--- src/rtl/vga_pkg.sv ---
// Shared VGA constants for the 640x480 timing generator and its consumers:
// frame geometry, test-pattern codes and the colour-bar table.
package vga_pkg;

  localparam int H_ACTIVE = 640;
  localparam int V_ACTIVE = 480;
  localparam int H_TOTAL  = 800;
  localparam int V_TOTAL  = 525;

  typedef enum logic [1:0] {
    PAT_BARS  = 2'd0,
    PAT_CHECK = 2'd1,
    PAT_GRAD  = 2'd2,
    PAT_BOX   = 2'd3
  } pat_e;

  // {R,G,B} on/off per bar, left to right.
  localparam logic [2:0] BAR_RGB [8] = '{
    3'b111, 3'b110, 3'b011, 3'b010, 3'b101, 3'b100, 3'b001, 3'b000
  };

  // Bar number for a horizontal position: 80-pixel bars, anything past
  // the last threshold lands in bar 7.
  function automatic logic [2:0] bar_index(input logic [9:0] h);
    if      (h < 10'd80)  return 3'd0;
    else if (h < 10'd160) return 3'd1;
    else if (h < 10'd240) return 3'd2;
    else if (h < 10'd320) return 3'd3;
    else if (h < 10'd400) return 3'd4;
    else if (h < 10'd480) return 3'd5;
    else if (h < 10'd560) return 3'd6;
    else                  return 3'd7;
  endfunction

endpackage

--- src/rtl/vga_sync_delay.sv ---
// Fixed-depth shift register for timing flags, with an asynchronous
// active-low reset that loads a per-bit reset value into every stage.
module vga_sync_delay #(
  parameter int               DEPTH   = 2,
  parameter int               WIDTH   = 1,
  parameter logic [WIDTH-1:0] RST_VAL = '0
) (
  input  logic             clk,
  input  logic             rst_n,
  input  logic [WIDTH-1:0] d,
  output logic [WIDTH-1:0] q
);

  logic [WIDTH-1:0] stage [DEPTH];

  // Shift the flags one stage per clock; reset parks them at RST_VAL.
  always_ff @(posedge clk or negedge rst_n) begin
    if (!rst_n) begin
      for (int i = 0; i < DEPTH; i++) stage[i] <= RST_VAL;
    end else begin
      stage[0] <= d;
      for (int i = 1; i < DEPTH; i++) stage[i] <= stage[i-1];
    end
  end

  assign q = stage[DEPTH-1];

endmodule

--- src/rtl/vga_pattern_gen.sv ---
// Test-pattern generator for the 640x480 pixel pipeline.
// Two register stages: S1 captures timing and computes the pattern colour,
// S2 applies blanking. Every output lags its input sample by two clocks.
// The pattern is latched at frame start (0,0), so a frame shows one pattern.
// Optional macro PATTERN_SCROLL_EN: box moves 2 px per frame and the
// checker scrolls left by frame_cnt; without it both are static.
module vga_pattern_gen
  import vga_pkg::*;
#(
  parameter int COLOR_W     = 4,
  parameter int CHECK_SHIFT = 5,
  parameter int BOX_SIZE    = 64,
  parameter int BOX_Y       = 208
) (
  input  logic               clk_pix,
  input  logic               resetn,
  input  logic [9:0]         hcount,
  input  logic [9:0]         vcount,
  input  logic               hsync_in,
  input  logic               vsync_in,
  input  logic               de_in,
  input  logic [1:0]         pat_sel,
  output logic [COLOR_W-1:0] red,
  output logic [COLOR_W-1:0] green,
  output logic [COLOR_W-1:0] blue,
  output logic               hsync_out,
  output logic               vsync_out,
  output logic               de_out,
  output logic               frame_tick
);

  localparam logic [COLOR_W-1:0] ONES = '1;
  localparam logic [COLOR_W-1:0] ZERO = '0;

  logic       fs;
  pat_e       pat_active;
  pat_e       pat_cur;
  logic [7:0] frame_cnt;

  assign fs = (hcount == 10'd0) && (vcount == 10'd0);
  // Pixel (0,0) already belongs to the new frame, so it uses the new request.
  assign pat_cur = fs ? pat_e'(pat_sel) : pat_active;

  // Latch the pattern and count frames at frame start.
  always_ff @(posedge clk_pix or negedge resetn) begin
    if (!resetn) begin
      pat_active <= PAT_BARS;
      frame_cnt  <= 8'd0;
    end else if (fs) begin
      pat_active <= pat_e'(pat_sel);
      frame_cnt  <= frame_cnt + 8'd1;
    end
  end

  logic        chk_h;
  logic [10:0] box_x;
`ifdef PATTERN_SCROLL_EN
  logic [7:0] fc_cur;
  assign fc_cur = fs ? frame_cnt + 8'd1 : frame_cnt;
  assign chk_h  = |((11'(hcount) + 11'(fc_cur)) & (11'd1 << CHECK_SHIFT));
  assign box_x  = {2'b00, fc_cur, 1'b0};
`else
  assign chk_h  = hcount[CHECK_SHIFT];
  assign box_x  = 11'd288;
`endif

  // Box compare is done at 11 bits so box_x + BOX_SIZE cannot wrap.
  logic [10:0] h_ext;
  logic        in_box;
  assign h_ext  = {1'b0, hcount};
  assign in_box = (h_ext >= box_x) && (h_ext < box_x + 11'(BOX_SIZE)) &&
                  (vcount >= 10'(BOX_Y)) && ({1'b0, vcount} < 11'(BOX_Y + BOX_SIZE));

  logic [2:0]         bar_bits;
  logic [COLOR_W-1:0] pix_r, pix_g, pix_b;
  assign bar_bits = BAR_RGB[bar_index(hcount)];

  // Colour of the current input pixel for the pattern in force.
  always_comb begin
    pix_r = ZERO;
    pix_g = ZERO;
    pix_b = ZERO;
    case (pat_cur)
      PAT_BARS: begin
        pix_r = bar_bits[2] ? ONES : ZERO;
        pix_g = bar_bits[1] ? ONES : ZERO;
        pix_b = bar_bits[0] ? ONES : ZERO;
      end
      PAT_CHECK: begin
        pix_r = (chk_h ^ vcount[CHECK_SHIFT]) ? ONES : ZERO;
        pix_g = pix_r;
        pix_b = pix_r;
      end
      PAT_GRAD: begin
        pix_r = COLOR_W'(hcount[9:6]);
        pix_g = COLOR_W'(vcount[8:5]);
      end
      PAT_BOX: begin
        pix_r = in_box ? ONES : ZERO;
        pix_g = in_box ? ONES : ZERO;
        pix_b = ONES;
      end
      default: ;
    endcase
  end

  logic [3*COLOR_W-1:0] rgb_s1;

  // S1: register the pattern colour.
  always_ff @(posedge clk_pix or negedge resetn) begin
    if (!resetn) rgb_s1 <= '0;
    else         rgb_s1 <= {pix_r, pix_g, pix_b};
  end

  // Timing flags {hsync, vsync, de, fs}; syncs idle high.
  logic [3:0] sync_in, sync_s1, sync_s2;
  assign sync_in = {hsync_in, vsync_in, de_in, fs};

  vga_sync_delay #(.DEPTH(1), .WIDTH(4), .RST_VAL(4'b1100)) u_sync_s1 (
    .clk   (clk_pix),
    .rst_n (resetn),
    .d     (sync_in),
    .q     (sync_s1)
  );

  vga_sync_delay #(.DEPTH(1), .WIDTH(4), .RST_VAL(4'b1100)) u_sync_s2 (
    .clk   (clk_pix),
    .rst_n (resetn),
    .d     (sync_s1),
    .q     (sync_s2)
  );

  // S2: blank the colour outside active video.
  always_ff @(posedge clk_pix or negedge resetn) begin
    if (!resetn)         {red, green, blue} <= '0;
    else if (sync_s1[1]) {red, green, blue} <= rgb_s1;
    else                 {red, green, blue} <= '0;
  end

  assign hsync_out  = sync_s2[3];
  assign vsync_out  = sync_s2[2];
  assign de_out     = sync_s2[1];
  assign frame_tick = sync_s2[0];

endmodule

--- config.mk ---
export PLATFORM = sky130hd
export DESIGN_NAME = vga_pattern_gen
export DESIGN_NICKNAME = d
export VERILOG_FILES = /design/src/rtl/vga_pkg.sv /design/src/rtl/vga_sync_delay.sv /design/src/rtl/vga_pattern_gen.sv
export SDC_FILE = /design/constraint.sdc
export NUM_CORES = 1
export LEC_CHECK = 0
export ABC_AREA = 1
export CORE_ASPECT_RATIO = 0.8
export CORE_UTILIZATION = 45
export CTS_CLUSTER_SIZE = 40
export DETAILED_ROUTE_END_ITERATION = 8
export PLACE_DENSITY = 0.78
export SYNTH_ARGS = -nofsm -noshare
export SYNTH_HDL_FRONTEND = slang
export SYNTH_SLANG_ARGS = --single-unit
--- constraint.sdc ---
create_clock -name clk_pix -period 1.1 [get_ports clk_pix]
set_input_delay 0.22 -clock clk_pix [delete_from_list [all_inputs] [get_ports clk_pix]]
set_output_delay 0.22 -clock clk_pix [all_outputs]
set_load 0.1 [all_outputs]
==> results.json, run 1 <==
{
  "final-seq-area_sq_um": 722,
  "finalHoldViolations": 0,
  "grt_pass1_vias": 1265,
  "cp_max_fo": 6,
  "p_per_area_nw_per_um2": 1100,
  "vdd_drop_max_mv": 0.586,
  "io_buffers": 42,
  "n_fill_cell": 172,
  "cts.root.buffer_cell": "clkbuf_8",
  "synth_area_sq_um": 1350,
  "grt_antenna_before_repair": 0,
  "ios": 43,
  "final_cell_mix": "nand2_1 (29), inv_1 (23), buf_12 (17), buf_4 (17), dfrtp_1 (13)",
  "synth.area.mux_share_pct": 0,
  "routed_wl_mm": 3.94,
  "clk_latency_ns": 0.27,
  "grt_util_all_layers_pct": 24.3,
  "die_x_microns": 63.1,
  "coreArea_sq_um": 2810,
  "dpl-instance-area_sq_um": 2110,
  "postCtsHoldBufs": 0,
  "grt_pass1_wl_mm": 5.77,
  "netlist_instances": 154,
  "place_congestion": 0.754,
  "min_period_ns": 1.26,
  "synth_xor_area_share_pct": 0.651,
  "vias": 1296,
  "syn_to_final_growth_pct": 71.3,
  "final_cell_area_sq_um": 2300,
  "slew_violations": 0,
  "ys_seq_area_share_pct": 52.5,
  "rows": 17,
  "grt_max_degree": 29,
  "synth_warnings": 0,
  "cap_viol_max_count": 0,
  "synthSimpleGateAreaFrac_pct": 34.0,
  "synth_cell_types": 22,
  "cts_made_buffers": 3,
  "final_util_pct": 82.1,
  "die_h_microns": 50.9,
  "worstSetupPathType": "input port to register",
  "rsz0062_at_grt": "yes",
  "first_iter_violations": 38,
  "tritoncts": "done",
  "syn_avg_cell_area_sq_um": 8.73,
  "dpl.cell_count": 244,
  "clockBufferDepth": 2,
  "multi_input_area_sq_um": 692,
  "routedWlPerCell_microns": 15.6,
  "fin_crit_sh_pct": 115,
  "ys_ff_latch": 28,
  "place_ws_ns": -0.773,
  "grt_overflow_total": 0,
  "setup_viol": 15,
  "antenna_left": 0,
  "dieArea_sq_um": 3210,
  "final_nets": 242,
  "initial_utilization_pct": 47.9,
  "synth_fa_ha_area_share_pct": 0,
  "hpwlAfterDp_mm": 2.46,
  "synth_nets": 181,
  "cp-start-kind": "input port",
  "arrival_ns": 1.42,
  "holdPathStages": 4,
  "final_common_cell": "nand2_1",
  "drc": 0,
  "violations": "setup timing",
  "endpoint_kind": "register",
  "p_total_w": 0.00254,
  "cts.sink_count": 28,
  "slew_headroom_pct": 73.3,
  "htree_levels": 1,
  "drive_gt1_share_pct": 54.7,
  "via_per_inst": 5.14,
  "power_leakage_nw": 1.16,
  "drt_pre_antenna_iters": 4,
  "min_path_type": "input port to register",
  "n_antenna_cell": 0,
  "instances_no_fill": 252,
  "outcome": "finished with violations",
  "worstMarginPinSlew_ns": 0.396,
  "required_ns": 1.25,
  "fin_ws_ns": -0.165,
  "synth_top_family_by_area": "simple AND/OR/NAND/NOR gates",
  "r2r.worst_path.cells": 6,
  "max_freq_mhz": 791,
  "synth_compound_area_share_pct": 4.00,
  "skew_ns": 0.00492,
  "path_clk_slew_ns": 0.09
}
metal layers:
| metal | vias to the layer above | track usage (%) | wire length (microns) |
|---|---|---|---|
| met1 | 609 | 24.5 | 1340 |
| met5 | - | 0 | 0 |
| met3 | 15 | 3.13 | 212 |
| li1 | 599 | - | - |
| met4 | 0 | 16.3 | 189 |
| met2 | 73 | 47.1 | 2200 |
metrics by stage:
step	hold slack, ns	TNS, ns
6_report	0.297	-1.89
5_1_grt	0.299	-2.47
4_1_cts	0.248	-0.829
3_5_place_dp	0.338	-7.75
3_3_place_gp	0.336	-6.96
2_1_floorplan	-0.0756	-0.921
synth_stat cells:
master     n  area [sq um]
nand2_1   37           139
inv_1     25          93.8
dfrtp_1   24           601
nand3_1   16          80.1
nor2_1    11          41.3
nand4_1    6          37.5
nand2_2    5          31.3
o21ai_0    5          25.0
dfstp_2    4           105
buf_4      3          22.5
nor2_2     3          18.8
nand2_4    2          22.5
nand3_2    2          20.0
nor2_4     2          22.5
o211ai_1   2          15.0
a21oi_1    1          5.00
and2_0     1          6.26
clkbuf_1   1          3.75
nand3_4    1          17.5
nor2_8     1          20.0
o21ai_2    1          8.76
xor2_1     1          8.76
kinds of logic after synthesis:
group / count (synthesis)
compound gates: 9
xor+xnor: 1
buf+inv: 29
flops: 28
simple gates: 87
worst paths after layout:
path | startpoint | end | slack [ns]
worst max register to register | pat_active[1]$_DFF_PN0_ | rgb_s1[11]$_DFF_PN0_ | -0.01
worst max-delay path | hcount[1] | rgb_s1[11]$_DFF_PN0_ | -0.16
max in group asynchronous | resetn | u_sync_s2.q[2]$_DFF_PN1_ | 0.56
worst min-delay path | vcount[7] | rgb_s1[6]$_DFF_PN0_ | 0.30
min in group asynchronous | resetn | green[1]$_DFF_PN0_ | 0.31
worst min register to register | u_sync_s1.q[0]$_DFF_PN0_ | u_sync_s2.q[0]$_DFF_PN0_ | 0.35
registers in the layout, indices dropped and copies added, names as in the netlist:
signal	flops
blue	1
rgb_s1	9
pat_active	2
u_sync_s1.q	4
u_sync_s2.q	4
green	4
red	4
area by class of cell:
class                           count  share of cell area (%)
Inverter                           25                    4.07
Multi-Input combinational cell     97                    30.0
Timing Repair Buffer               60                    30.1
Sequential cell                    28                    31.3
Tap cell                           38                    2.06
Clock buffer                        4                    2.39
what timing repair did:
action | in CTS | in global routing
pin swaps | 26 | 16
buffers inserted | 2 | 2
resized for setup | 100 | 21
cloned | 0 | 0
setup endpoints to repair | 19 | 22
critical path, cell delays in order:
cell and delay (ns):
buf_6 0.10, nor2_4 0.10, nand2_2 0.07, nor2_4 0.20, nand4_1 0.21, nand2_4 0.19, o21ai_4 0.09, nand3_4 0.13
nand3_2 0.09
where the power goes:
| group | internal [W] | switching (W) |
|---|---|---|
| logic | 0.000311 | 0.000471 |
| clock network | 0.000320 | 0.000291 |
| registers | 0.00110 | 0.0000448 |
No activity file was read; power rests on OpenSTA's default activity.
==> run 2: changes to the inputs <==
--- a/config.mk
+++ b/config.mk
@@ -11,6 +11,7 @@
 export CTS_CLUSTER_SIZE = 40
 export DETAILED_ROUTE_END_ITERATION = 8
 export PLACE_DENSITY = 0.78
+export SKIP_LAST_GASP = 1
 export SYNTH_ARGS = -nofsm -noshare
 export SYNTH_HDL_FRONTEND = slang
 export SYNTH_SLANG_ARGS = --single-unit
==> constraint.sdc (replaced) <==
create_clock -name clk_pix -period 1.2 [get_ports clk_pix]
set_input_delay 0.24 -clock clk_pix [delete_from_list [all_inputs] [get_ports clk_pix]]
set_output_delay 0.24 -clock clk_pix [all_outputs]
set_load 0.1 [all_outputs]
==> run 2 against run 1 <==
  * The run still ends with setup timing left
  * Wire length shrank 5.6%
  * Non-clock buffer count grew 6
  * Flip-flop and latch count is the same
  * First-iteration DRC count grew 39%
  * Clock skew shrank 0.0012 ns
  * Sequential power shrank 9%
  * Design area shrank 0.43%
  * Global-route usage shrank 0.062 points
==> results.json, run 2 (synthesized netlist as in run 1, its figures left out) <==
{
  "arrival_ns": 1.45,
  "slowest_stage": "nor2_4",
  "rr_startpoint": "pat_active[1]$_DFF_PN0_",
  "whs_endpoint": "rgb_s1[7]$_DFF_PN0_",
  "regToRegSetupSlack_ns": 0.03,
  "slew_violations": 0,
  "clk_latency_ns": 0.27,
  "ios": 43,
  "min_period_ns": 1.25,
  "htree_levels": 1,
  "p_per_area_nw_per_um2": 1010,
  "n_antenna_cell": 0,
  "fin_crit_sh_pct": 104,
  "fin_ws_ns": -0.0462,
  "coreArea_sq_um": 2810,
  "tritoncts": "done",
  "cp_max_fo": 7,
  "antenna_left": 0,
  "rsz0062_at_grt": "yes",
  "cap_viol_max_count": 0,
  "finalHoldViolations": 0,
  "initial_utilization_pct": 47.9,
  "rows": 17,
  "grt_util_all_layers_pct": 24.2,
  "hold_ws_ns": 0.289,
  "skew_ns": 0.00367,
  "worstMarginPinSlew_ns": 0.370,
  "largest_register_ffs": 9,
  "grt_pass1_wl_mm": 5.85,
  "vdd_drop_max_mv": 0.549,
  "routedWlPerCell_microns": 14.4,
  "endpoint_kind": "register",
  "cts_made_buffers": 3,
  "final_cell_mix": "nand2_1 (30), inv_1 (23), dfrtp_1 (23), buf_4 (21), buf_12 (17)",
  "final_nets": 248,
  "outcome": "finished with violations",
  "hp-start": "vcount[8]",
  "finalSetupTns_ns": -0.380,
  "postCtsHoldBufs": 0,
  "grt_overflow_total": 0,
  "place_congestion": 0.868,
  "first_iter_violations": 53,
  "cts.root.buffer_cell": "clkbuf_8",
  "vias": 1316,
  "p_total_w": 0.00231,
  "cp-start-kind": "input port",
  "setup_viol": 13,
  "min_path_type": "input port to register",
  "routed_wl_mm": 3.72,
  "worstSetupPathType": "input port to register",
  "crit_chain": "buf_2, nor2_4, nand3_4, nor2_8, nand3_4, nand2_4, nand2_8, nor2_4, nand2_1, nand3_1",
  "dieArea_sq_um": 3210,
  "cts.sink_count": 28,
  "drive_gt1_share_pct": 49.1,
  "required_ns": 1.41,
  "n_fill_cell": 166,
  "regMostFlops": "rgb_s1",
  "violations": "setup timing",
  "grt_pass1_vias": 1297,
  "drc": 0,
  "r2r.worst_path.cells": 6,
  "via_per_inst": 5.10,
  "holdPathStages": 3,
  "grt_max_degree": 29,
  "grt_antenna_before_repair": 0,
  "die_h_microns": 50.9,
  "io_buffers": 42,
  "reg2reg_to": "rgb_s1[9]$_DFF_PN0_",
  "die_x_microns": 63.1,
  "syn_to_final_growth_pct": 70.6,
  "slew_headroom_pct": 75.1,
  "max_stage_delay_ns": 0.22,
  "final_common_cell": "nand2_1",
  "clockBufferDepth": 2,
  "power_leakage_nw": 1.18,
  "hpwlAfterDp_mm": 2.55,
  "path_clk_slew_ns": 0.09,
  "drt_pre_antenna_iters": 4,
  "max_freq_mhz": 802
}
==> run 2: timing repair <==
item,CTS,global route
pin swaps,27,19
buffers inserted,7,2
gates cloned,0,0
resized for setup,95,19
endpoints found under the setup margin,18,15
==> run 2: worst max-delay path by stage <==
stage | start | to | slack [ns] | cells after the start
final | hcount[8] | rgb_s1[11]$_DFF_PN0_ | -0.05 | 10
after global routing | hcount[3] | rgb_s1[11]$_DFF_PN0_ | -0.09 | 10
after global placement | hcount[8] | rgb_s1[5]$_DFF_PN0_ | -0.59 | 9
after detailed placement | hcount[8] | rgb_s1[5]$_DFF_PN0_ | -0.71 | 9
after floorplan | hcount[8] | rgb_s1[10]$_DFF_PN0_ | -0.02 | 8
after CTS | blue[2]$_DFF_PN0_ | blue[3] | -0.04 | 1
==> run 2: power breakdown <==
part	internal, W	switching [W]	leakage, nW
clock	0.000293	0.000265	0.0288
sequential	0.00100	0.0000396	0.349
combinational	0.000283	0.000426	0.802
==> run 2: through the flow <==
step	cell area (sq um)	setup WS, ns	util, %	std cells
global placement	2100	-0.592	74.8	245
floorplan	1370	-0.0220	-	154
finish	2290	-0.0462	81.7	258
detailed placement	2100	-0.707	74.8	245
CTS	2200	-0.0423	78.3	256
global route	2290	-0.0885	81.7	258
==> run 2: worst max-delay path: cells and delay by family <==
| family | cells | cell delay [ns] |
|---|---|---|
| AND/OR/NAND/NOR | 9 | 1.09 |
| buffers and inverters | 1 | 0.12 |
==> run 2: layout make-up <==
class | count | area, sq um | share of cell area, %
tap | 38 | 47.5 | 2.07
timing repair buffer | 66 | 737 | 32.1
inverter | 25 | 93.8 | 4.09
clock buffer | 4 | 55.1 | 2.40
multi-input combinational | 97 | 652 | 28.4
sequential | 28 | 709 | 30.9
==> run 2: routing by layer <==
| layer | vias to the layer above | wire, microns | track usage [%] |
|---|---|---|---|
| met3 | 16 | 150 | 3.79 |
| met1 | 639 | 1400 | 26.5 |
| met2 | 51 | 2000 | 44.8 |
| met4 | 0 | 174 | 14.3 |
| li1 | 610 | - | - |
| met5 | - | 0 | 0 |
